--- config.mk ---
export PLATFORM = sky130hd
export DESIGN_NAME = ov7670_capture
export DESIGN_NICKNAME = d
export VERILOG_FILES = /design/src/rtl/ov7670_pkg.sv /design/src/rtl/ov7670_capture_in_sync.sv /design/src/rtl/ov7670_capture.sv
export SDC_FILE = /design/constraint.sdc
export NUM_CORES = 1
export LEC_CHECK = 0
export ABC_AREA = 1
export BUFFER_PORTS_ARGS = -buffer_cell sky130_fd_sc_hd__buf_2
export CORE_MARGIN = 3
export CORE_UTILIZATION = 30
export CTS_CLUSTER_DIAMETER = 30
export DETAILED_ROUTE_END_ITERATION = 10
export PLACE_DENSITY = 0.45
export SYNTH_ARGS = -nofsm -noshare
export SYNTH_HDL_FRONTEND = slang
export SYNTH_HIERARCHICAL = 1
export SYNTH_SLANG_ARGS = --single-unit
--- constraint.sdc ---
create_clock -name clk_in -period 4.6 [get_ports clk_in]
set_input_delay 0.46 -clock clk_in [delete_from_list [all_inputs] [get_ports clk_in]]
set_output_delay 0.46 -clock clk_in [all_outputs]
set_load 0.01 [all_outputs]
--- src/rtl/ov7670_pkg.sv ---
// Shared types and constants for the OV7670 capture path.
package ov7670_pkg;

   localparam int OV_H_ACTIVE = 640;
   localparam int OV_V_ACTIVE = 480;

   typedef enum logic [1:0] {
      SEEK   = 2'd0,
      VBLANK = 2'd1,
      ACTIVE = 2'd2
   } cap_state_t;

   typedef struct packed {
      logic [4:0] r;
      logic [5:0] g;
      logic [4:0] b;
   } rgb565_t;

   // Synchronized camera view: levels and edge strobes, all mutually aligned.
   typedef struct packed {
      logic       pclk_rise;
      logic       href;
      logic       href_fall;
      logic       vsync;
      logic       vsync_rise;
      logic       vsync_fall;
      logic [7:0] d;
   } cam_sync_t;

endpackage

--- src/rtl/ov7670_capture_in_sync.sv ---
// N-stage synchronizer bank for the camera pins plus one edge-detect register.
module ov7670_in_sync
   import ov7670_pkg::*;
#(
   parameter int STAGES = 2
) (
   input  logic       clk_in,
   input  logic       reset,
   input  logic       cam_pclk,
   input  logic       cam_vsync,
   input  logic       cam_href,
   input  logic [7:0] cam_d,
   output cam_sync_t  sync
);

   // bit 10 pclk, 9 vsync, 8 href, 7:0 data
   logic [STAGES-1:0][10:0] chain;
   logic [10:0]             lvl;
   logic                    pclk_d;

   assign lvl = chain[STAGES-1];

   // All pins share one chain so they stay aligned to each other.
   always_ff @(posedge clk_in or posedge reset) begin
      if (reset) chain <= '0;
      else       chain <= {chain[STAGES-2:0], {cam_pclk, cam_vsync, cam_href, cam_d}};
   end

   // Edge strobes registered together with the data and levels they qualify.
   always_ff @(posedge clk_in or posedge reset) begin
      if (reset) begin
         pclk_d <= 1'b0;
         sync   <= '0;
      end else begin
         pclk_d          <= lvl[10];
         sync.pclk_rise  <= lvl[10] & ~pclk_d;
         sync.href       <= lvl[8];
         sync.href_fall  <= ~lvl[8] & sync.href;
         sync.vsync      <= lvl[9];
         sync.vsync_rise <= lvl[9] & ~sync.vsync;
         sync.vsync_fall <= ~lvl[9] & sync.vsync;
         sync.d          <= lvl[7:0];
      end
   end

endmodule

--- src/rtl/ov7670_capture.sv ---
// OV7670 receive path: byte pairing into RGB565 pixels with x/y, frame/line
// boundary pulses and a sticky malformed-frame flag.
module ov7670_capture
   import ov7670_pkg::*;
#(
   parameter int H_ACTIVE    = OV_H_ACTIVE,
   parameter int V_ACTIVE    = OV_V_ACTIVE,
   parameter int SYNC_STAGES = 2
) (
   input  logic                        clk_in,
   input  logic                        reset,
   input  logic                        cam_pclk,
   input  logic                        cam_vsync,
   input  logic                        cam_href,
   input  logic [7:0]                  cam_d,
   output logic                        pix_valid,
   output logic [15:0]                 pix_data,
   output logic [$clog2(H_ACTIVE)-1:0] pix_x,
   output logic [$clog2(V_ACTIVE)-1:0] pix_y,
   output logic                        frame_start,
   output logic                        line_end,
   output logic                        frame_done,
   output logic                        frame_err
);

   localparam int PXW = $clog2(H_ACTIVE);
   localparam int PYW = $clog2(V_ACTIVE);
   // Internal counters are one value wider so they can saturate at the limit.
   localparam int CXW = $clog2(H_ACTIVE + 1);
   localparam int CYW = $clog2(V_ACTIVE + 1);
   localparam logic [CXW-1:0] H_MAX = CXW'(H_ACTIVE);
   localparam logic [CYW-1:0] V_MAX = CYW'(V_ACTIVE);

   cam_sync_t      cs;
   cap_state_t     state;
   logic [CXW-1:0] x_cnt;
   logic [CYW-1:0] y_cnt;
   logic [CYW-1:0] y_next;
   logic           phase;
   logic [7:0]     hi_byte;
   rgb565_t        pix_r;

   ov7670_in_sync #(.STAGES(SYNC_STAGES)) u_sync (
      .clk_in    (clk_in),
      .reset     (reset),
      .cam_pclk  (cam_pclk),
      .cam_vsync (cam_vsync),
      .cam_href  (cam_href),
      .cam_d     (cam_d),
      .sync      (cs)
   );

   assign pix_data = pix_r;

   // Row count after a possible line end this cycle, so a coincident frame end sees it.
   always_comb begin
      y_next = y_cnt;
      if (cs.href_fall && (y_cnt < V_MAX)) y_next = y_cnt + CYW'(1);
   end

   // Capture FSM with byte pairing, saturating counters and error tracking.
   always_ff @(posedge clk_in or posedge reset) begin
      if (reset) begin
         state       <= SEEK;
         pix_valid   <= 1'b0;
         pix_r       <= '0;
         pix_x       <= '0;
         pix_y       <= '0;
         frame_start <= 1'b0;
         line_end    <= 1'b0;
         frame_done  <= 1'b0;
         frame_err   <= 1'b0;
         x_cnt       <= '0;
         y_cnt       <= '0;
         phase       <= 1'b0;
         hi_byte     <= '0;
      end else begin
         pix_valid   <= 1'b0;
         frame_start <= 1'b0;
         line_end    <= 1'b0;
         frame_done  <= 1'b0;
         case (state)
            SEEK: if (cs.vsync) state <= VBLANK;
            VBLANK: if (cs.vsync_fall) begin
               state       <= ACTIVE;
               frame_start <= 1'b1;
               frame_err   <= 1'b0;
               x_cnt       <= '0;
               y_cnt       <= '0;
               phase       <= 1'b0;
               pix_x       <= '0;
               pix_y       <= '0;
            end
            ACTIVE: begin
               // href_fall implies href is low, so this never overlaps the line end.
               if (cs.pclk_rise && cs.href) begin
                  if (!phase) begin
                     hi_byte <= cs.d;
                     phase   <= 1'b1;
                  end else begin
                     phase <= 1'b0;
                     if ((x_cnt < H_MAX) && (y_cnt < V_MAX)) begin
                        pix_valid <= 1'b1;
                        pix_r     <= rgb565_t'({hi_byte, cs.d});
                        pix_x     <= x_cnt[PXW-1:0];
                        pix_y     <= y_cnt[PYW-1:0];
                     end else begin
                        frame_err <= 1'b1;
                     end
                     if (x_cnt < H_MAX) x_cnt <= x_cnt + CXW'(1);
                  end
               end
               if (cs.href_fall) begin
                  line_end <= 1'b1;
                  if (phase || (x_cnt != H_MAX)) frame_err <= 1'b1;
                  x_cnt <= '0;
                  phase <= 1'b0;
                  y_cnt <= y_next;
               end
               if (cs.vsync_rise) begin
                  state      <= VBLANK;
                  frame_done <= 1'b1;
                  if (y_next != V_MAX) frame_err <= 1'b1;
               end
            end
            default: state <= SEEK;
         endcase
      end
   end

endmodule

==> results.rst, run 1 <==
.. list-table::
   :header-rows: 1

   * - Metric
     - Value
   * - Run status
     - finished, final reports clean
   * - Most used routing layer
     - met2
   * - Layout Cells excl Fill
     - around 660
   * - Hold Fails Final Rpt
     - 0
   * - Endpoint kind of the worst setup timing path
     - register
   * - Largest net degree at the start of global routing
     - 46
   * - Clock sinks
     - around 110
   * - First drt pass iteration count
     - 5
   * - DRC violation total after the first TritonRoute iteration
     - around 350
   * - Cell taking the most area after synthesis
     - sky130_fd_sc_hd__dfrtp_1
   * - Fraction of the yosys area taken by sequential cells
     - 0.639
   * - CTS HTree Levels
     - 3
   * - Total Wirelength
     - around 9700 um
   * - Sum Neg Setup Slack
     - 0 ns
   * - Overall via count from detail_route
     - about 3.0k
   * - Worst-margin pin slew
     - between 0.7 and 0.8 ns
   * - DIE AREA
     - 0.0154 mm2
   * - Skew-Pair Late Insertion Delay
     - about 0.36 ns
   * - Number of antenna violations at the first check in global routing
     - 0
   * - Power per cell area
     - approximately 420 mW/mm2
   * - Post-CTS resize count
     - 0
   * - Number of enable-type register cells in the synthesized netlist
     - 0
   * - Cell with the biggest individual delay on the critical path
     - sky130_fd_sc_hd__nand4_4
   * - Worst hold margin
     - between 0.15 and 0.2 ns
   * - Worst path required time
     - 4.90 ns
   * - RSZ-0062 raised after global routing
     - false
   * - Max Root-Sink Buffers
     - 2
   * - Reg clk slew, reported paths
     - approximately 0.080 ns
   * - Starting Density
     - 0.312
   * - Placement Rows
     - 42
   * - Per-instance average area after synthesis
     - 9.77 um2
   * - Number of buffers inserted to repair setup after CTS
     - 0
   * - Worst voltage drop across the vdd grid
     - 0.201 mV
   * - CP Cell Sequence
     - inv_1, nand2_4, inv_4, nand4_4, nand2_4, nand3_1, nand2_1
   * - Crit start category
     - register
   * - Main synth FF type
     - sky130_fd_sc_hd__dfrtp_1
   * - Final min period
     - about 2.1 ns
   * - LEAKAGE
     - roughly 2.6 nW
   * - Met2 Usage GRT
     - 0.191
   * - GRT Residual Overflow
     - 0
   * - Pwr Total
     - 0.00208 W
   * - Worst slack after detailed placement
     - roughly 2.5 ns
   * - Hpwl dp
     - roughly 6700 um
   * - Slowest Stage Delay on Critical Path
     - about 0.6 ns
   * - Number of vias per cell after detailed routing
     - around 4.6
   * - Core region area
     - ~0.013 mm2
   * - Critical setup path kind
     - register to register
   * - Number of buffer cells added on primary ports
     - 52
   * - Arrival time of the worst setup path
     - around 2.4 ns
   * - Synthesized area
     - ~0.0042 mm2
   * - Met3 Usage GRT
     - 0.0533
   * - Routability cong.
     - roughly 0.87
   * - Fill cell total of the finished layout
     - between 1k and 1.5k
   * - Post-synthesis register bit count
     - 107
   * - Period utilisation layout
     - 0.465
   * - Proportion of layout cells with a drive suffix above 1
     - 0.179
   * - Smallest setup slack after layout
     - 2.46 ns
   * - Nets in the synthesized netlist
     - approximately 450
   * - Most used standard cells in the synthesized netlist
     - sky130_fd_sc_hd__nand2_1, sky130_fd_sc_hd__dfrtp_1, sky130_fd_sc_hd__nand3_1
   * - Num ports
     - 53
   * - Ranking of synthesized cells by area
     - sky130_fd_sc_hd__dfrtp_1, sky130_fd_sc_hd__nand2_1, sky130_fd_sc_hd__nand3_1
   * - Critical Path Most Common Cell
     - sky130_fd_sc_hd__nand2_4
   * - Area added between synthesis and finish
     - 18.0%
   * - Global routing usage on met1
     - 0.181
   * - Number of nets with antenna violations after routing
     - 0
   * - Synthesis Warnings
     - 6
   * - Number of distinct library cells after synthesis
     - 30
   * - Width of the die
     - between 100 and 150 um
   * - Number of antenna diodes
     - 0
   * - Syn Inst Count
     - about 430
   * - Async set or reset register ratio after synthesis
     - 1.00
   * - Achievable Freq
     - ~470 MHz
   * - Vias in the first global route
     - between 2k and 3k
   * - GRT Total Usage
     - 0.132
   * - Max-Cap Viols
     - 0
   * - Cts bufs inserted
     - 9
   * - Hold-fix buffer count after cts
     - 0
   * - TritonCTS clock tree
     - built
   * - Worst min-delay path class
     - input pin to register
   * - Final Max Tran Viols
     - 0
   * - Avg WL per Cell
     - ~15 um
   * - Cell chosen for the clock root
     - sky130_fd_sc_hd__clkbuf_16
   * - First-pass GRT wire length
     - 16,200 um
   * - Cell count after placement
     - 647
   * - Share of Yosys cell area claimed by the top area cell type
     - 0.639
   * - Critical Path Fanout Max
     - 45
   * - Worst rel slew slack
     - 0.491
   * - Final-stage net count
     - 498
   * - DRC violation count after routing
     - 0
   * - Final setup skew
     - 0.00821 ns
   * - Leading cell type by number of instances after synthesis
     - sky130_fd_sc_hd__nand2_1
   * - Die height
     - between 100 and 150 um
   * - Number of failing setup endpoints in the final timing report
     - 0
[critical path: cells and delay by family, from the launching register on]
family,cells,cell delay (ns)
buf+inv,2,0.35
simple gates,5,1.32
flops,1,0.39
[layout by cell type (no fill, tap or decap), types with 3 or more instances in the layout]
cell                        Yosys  final
sky130_fd_sc_hd__clkinv_8       0      4
sky130_fd_sc_hd__nand3_1       57     57
sky130_fd_sc_hd__nand2_1      108    108
sky130_fd_sc_hd__a21oi_1       10     10
sky130_fd_sc_hd__clkbuf_16      0      9
sky130_fd_sc_hd__nor3_1         3      3
sky130_fd_sc_hd__buf_2          6     52
sky130_fd_sc_hd__o22ai_1        6      6
sky130_fd_sc_hd__ha_1           3      3
sky130_fd_sc_hd__nand2_4        4      4
sky130_fd_sc_hd__o21ai_0       26     26
sky130_fd_sc_hd__dfrtp_1      107    107
sky130_fd_sc_hd__nand4_1        3      3
sky130_fd_sc_hd__nand2_2        3      3
sky130_fd_sc_hd__nor2_1        25     25
sky130_fd_sc_hd__inv_1         46     45
[through the flow]
| step | util | instance area [um2] |
|---|---|---|
| after floorplan | - | 4190 |
| after global placement | 0.344 | 4620 |
| after detailed placement | 0.344 | 4620 |
| after CTS | 0.368 | 4940 |
| after global routing | 0.368 | 4940 |
| final | 0.368 | 4940 |
[cell type report]
class                           count  area (um2)  area share
Clock buffer                        9         225      0.0455
Clock inverter                      7        96.3      0.0195
Inverter                           49         189      0.0382
Multi-Input combinational cell    261        1260       0.255
Sequential cell                   107        2680       0.541
Tap cell                          176         220      0.0445
Timing Repair Buffer               54         275      0.0557
[cell families after synthesis]
group,count (synthesis),share of synthesized area
and+or+nand+nor,209,0.226
xor gates and xnor gates,2,0.00418
DFF,107,0.639
adders and majority gates,3,0.00896
AOI/OAI and AO/OA,47,0.0618
buffers and inverters,61,0.0603
[flip-flops by register name, summed over array words and instances, names as in the netlist]
signal         cells
frame_start        1
u_sync/chain      11
frame_done         1
x_cnt             10
hi_byte            8
u_sync/sync       14
phase              1
frame_err          1
line_end           1
pix_data          16
pix_x             10
y_cnt              9
state              2
pix_y              9
u_sync/pclk_d      1
u_sync/lvl        11
pix_valid          1
[final timing paths]
| kind | start | endpoint | slack (ns) | depth (start not counted) |
|---|---|---|---|---|
| max in group asynchronous | reset | y_cnt[8]$_DFFE_PP0P_ | 3.37 | 3 |
| worst max-delay path | state[0]$_DFFE_PP0P_ | pix_y[8]$_DFFE_PP0P_ | 2.46 | 7 |
| worst min-delay path | cam_d[4] | u_sync/chain[4]$_DFF_PP0_ | 0.20 | 1 |
| worst max register to register | state[0]$_DFFE_PP0P_ | pix_y[8]$_DFFE_PP0P_ | 2.46 | 7 |
| worst min register to register | u_sync/lvl[2]$_DFF_PP0_ | u_sync/sync[2]$_DFF_PP0_ | 0.35 | 0 |
| min in group asynchronous | reset | u_sync/chain[5]$_DFF_PP0_ | 0.21 | 3 |
[layer usage]
metal	up-vias	wire length [um]
met5	-	0
met4	0	157
met1	1440	4470
li1	1484	-
met2	97	4320
met3	13	737
[report_power, final]
| part | switching, W | internal [W] |
|---|---|---|
| Combinational | 0.000154 | 0.0000636 |
| Sequential | 0.0000469 | 0.00102 |
| Clock | 0.000404 | 0.000395 |
(Power assumes the default switching activity.)
==> inputs of run 2 (changes only) <==
Clock period 4.6 ns to 2.1 ns, I/O delays scaled along.
==> run 2 against run 1 <==
Compared with the run above: final cell count is 2.3% higher; sequential share of layout area decreased by 1.6 points; design area rose by 3.1%; highest routed layer unchanged; global-route usage decreased by 0.72 points; first-iteration DRC count is 44% lower; largest cell class unchanged; total power up 120%; maximum frequency grew 29%; clock skew increased by 0.0011 ns; count of clock-buffer cells in the layout grew 1; via count increased by 0.73%; die area stayed put.
==> results.rst, run 2 (same netlist as run 1, synthesis figures left out) <==
.. list-table::
   :header-rows: 1

   * - Metric
     - Value
   * - Overall via count from detail_route
     - around 3.1k
   * - Number of antenna violations at the first check in global routing
     - 0
   * - Number of buffer cells added on primary ports
     - 52
   * - Cts bufs inserted
     - 9
   * - Flip-flop count of the largest register after layout
     - 16
   * - LEAKAGE
     - 2.65 nW
   * - Critical register-to-register path endpoint
     - x_cnt[5]$_DFFE_PP0P_
   * - Critical Path Fanout Max
     - 13
   * - CTS HTree Levels
     - 3
   * - Top library cells by usage in the layout, fill and taps aside
     - sky130_fd_sc_hd__nand2_1, sky130_fd_sc_hd__dfrtp_1, sky130_fd_sc_hd__nand3_1, sky130_fd_sc_hd__buf_2, sky130_fd_sc_hd__inv_1
   * - Final min period
     - around 1.7 ns
   * - Worst voltage drop across the vdd grid
     - 0.376 mV
   * - Worst min-delay path class
     - register to register
   * - Worst-margin pin slew
     - approximately 0.52 ns
   * - Worst path required time
     - 2.32 ns
   * - Number of failing setup endpoints in the final timing report
     - 0
   * - Hold path startpoint
     - u_sync/chain[1]$_DFF_PP0_
   * - Final Max Tran Viols
     - 0
   * - Number of antenna diodes
     - 0
   * - DRC violation total after the first TritonRoute iteration
     - ~190
   * - Clock sinks
     - around 110
   * - Worst R2R Setup Slack
     - around 0.44 ns
   * - Worst rel slew slack
     - 0.650
   * - Post-Place Cell Area
     - roughly 0.0047 mm2
   * - Largest net degree at the start of global routing
     - 71
   * - Max Root-Sink Buffers
     - 2
   * - Num ports
     - between 50 and 60
   * - Vias in the first global route
     - around 3.0k
   * - Proportion of layout cells with a drive suffix above 1
     - 0.179
   * - Width of the die
     - 124 um
   * - Placement Rows
     - between 40 and 50
   * - Reg clk slew, reported paths
     - about 0.080 ns
   * - DIE AREA
     - roughly 0.015 mm2
   * - Final design instance area without fill
     - between 0.005 and 0.006 mm2
   * - Run status
     - finished, final reports clean
   * - Post-CTS resize count
     - 0
   * - Starting Density
     - 0.312
   * - Number of nets with antenna violations after routing
     - 0
   * - Final setup skew
     - between 0.009 and 0.01 ns
   * - Power per cell area
     - about 900 mW/mm2
   * - Most common library cell in the layout ignoring fill and taps
     - sky130_fd_sc_hd__nand2_1
   * - Die height
     - 124 um
   * - Reg-to-Reg Start
     - state[0]$_DFFE_PP0P_
   * - DRC violation count after routing
     - 0
   * - Routability cong.
     - 0.825
   * - Crit start category
     - register
   * - Total Wirelength
     - 9030 um
   * - Arrival time of the worst setup path
     - ~1.9 ns
   * - Area added between synthesis and finish
     - 21.6%
   * - Period utilisation layout
     - 0.790
   * - TritonCTS clock tree
     - built
   * - Core region area
     - ~0.013 mm2
   * - Hpwl dp
     - 6050 um
   * - Avg WL per Cell
     - between 10 and 15 um
   * - Critical setup path kind
     - register to register
   * - First drt pass iteration count
     - 4
   * - Hold path endpoint
     - u_sync/lvl[1]$_DFF_PP0_
   * - Sum Neg Setup Slack
     - 0 ns
   * - Skew-Pair Late Insertion Delay
     - 0.35 ns
   * - Worst hold margin
     - around 0.35 ns
   * - Achievable Freq
     - 603 MHz
   * - GRT Total Usage
     - 0.125
   * - Depth of the most critical reg-to-reg path
     - 9
   * - Number of vias per cell after detailed routing
     - 4.51
   * - GRT Residual Overflow
     - 0
   * - Endpoint kind of the worst setup timing path
     - register
   * - Cell chosen for the clock root
     - sky130_fd_sc_hd__clkbuf_16
   * - Hold Fails Final Rpt
     - 0
   * - Max-Cap Viols
     - 0
   * - Final-stage net count
     - 513
   * - First-pass GRT wire length
     - 15,500 um
   * - RSZ-0062 raised after global routing
     - false
   * - Depth of the worst hold-timing path
     - 0
[run 2: what timing repair did]
action,CTS,global route
hold buffers,12,0
endpoints found under the hold margin,118,0
buffers inserted,0,0
[run 2: how the worst max path moves through the flow]
stage	from	endpoint	slack (ns)	cells after the start
3_3_place_gp	u_sync/sync[11]$_DFF_PP0_	frame_err$_DFFE_PP0P_	0.46	9
5_1_grt	y_cnt[6]$_DFFE_PP0P_	pix_data[10]$_DFFE_PP0P_	0.26	8
3_5_place_dp	y_cnt[6]$_DFFE_PP0P_	pix_data[14]$_DFFE_PP0P_	0.44	8
2_1_floorplan	reset	frame_done$_DFF_PP0_	0.12	1
6_report	state[0]$_DFFE_PP0P_	x_cnt[5]$_DFFE_PP0P_	0.44	9
4_1_cts	state[0]$_DFFE_PP0P_	y_cnt[0]$_DFFE_PP0P_	0.41	5
[run 2: power breakdown]
part	internal [W]	total (W)	switching, W
clock	0.000875	0.00169	0.000813
combinational	0.000165	0.000511	0.000346
sequential	0.00223	0.00233	0.000103
[run 2: critical path, cell delays in order, from the launching register on]
cell and delay, ns:
sky130_fd_sc_hd__dfrtp_1 0.39, sky130_fd_sc_hd__inv_1 0.11, sky130_fd_sc_hd__nand2_4 0.10, sky130_fd_sc_hd__inv_4 0.17, sky130_fd_sc_hd__nand2_4 0.13, sky130_fd_sc_hd__o211ai_2 0.14
sky130_fd_sc_hd__nand2_4 0.14, sky130_fd_sc_hd__nor2_2 0.14, sky130_fd_sc_hd__xor2_1 0.15, sky130_fd_sc_hd__nor2_1 0.05
[run 2: cell type report]
| type | instances | area (um2) |
|---|---|---|
| Fill cell | 1374 | 8360 |
| Sequential cell | 107 | 2680 |
| Multi-Input combinational cell | 261 | 1260 |
| Timing Repair Buffer | 69 | 443 |
| Clock buffer | 10 | 239 |
| Tap cell | 176 | 220 |
| Inverter | 49 | 189 |
| Clock inverter | 6 | 66.3 |
[run 2: per-layer routing]
| metal | share of wire | GRT usage | vias up |
|---|---|---|---|
| li1 | - | - | 1523 |
| met4 | 0.0099 | 0.0329 | 0 |
| met2 | 0.45 | 0.187 | 80 |
| met3 | 0.050 | 0.0430 | 5 |
| met5 | 0 | 0 | - |
| met1 | 0.49 | 0.174 | 1448 |
[run 2: metrics by stage]
step / utilization / total power, W / instances / setup slack, ns
3_3_place_gp: 0.347 / 0.00287 / 650 / 0.465
4_1_cts: 0.379 / 0.00462 / 678 / 0.410
2_1_floorplan: - / 0.00271 / 429 / 0.122
5_1_grt: 0.379 / 0.00478 / 678 / 0.256
3_5_place_dp: 0.347 / 0.00288 / 650 / 0.441
6_report: 0.379 / 0.00453 / 678 / 0.441
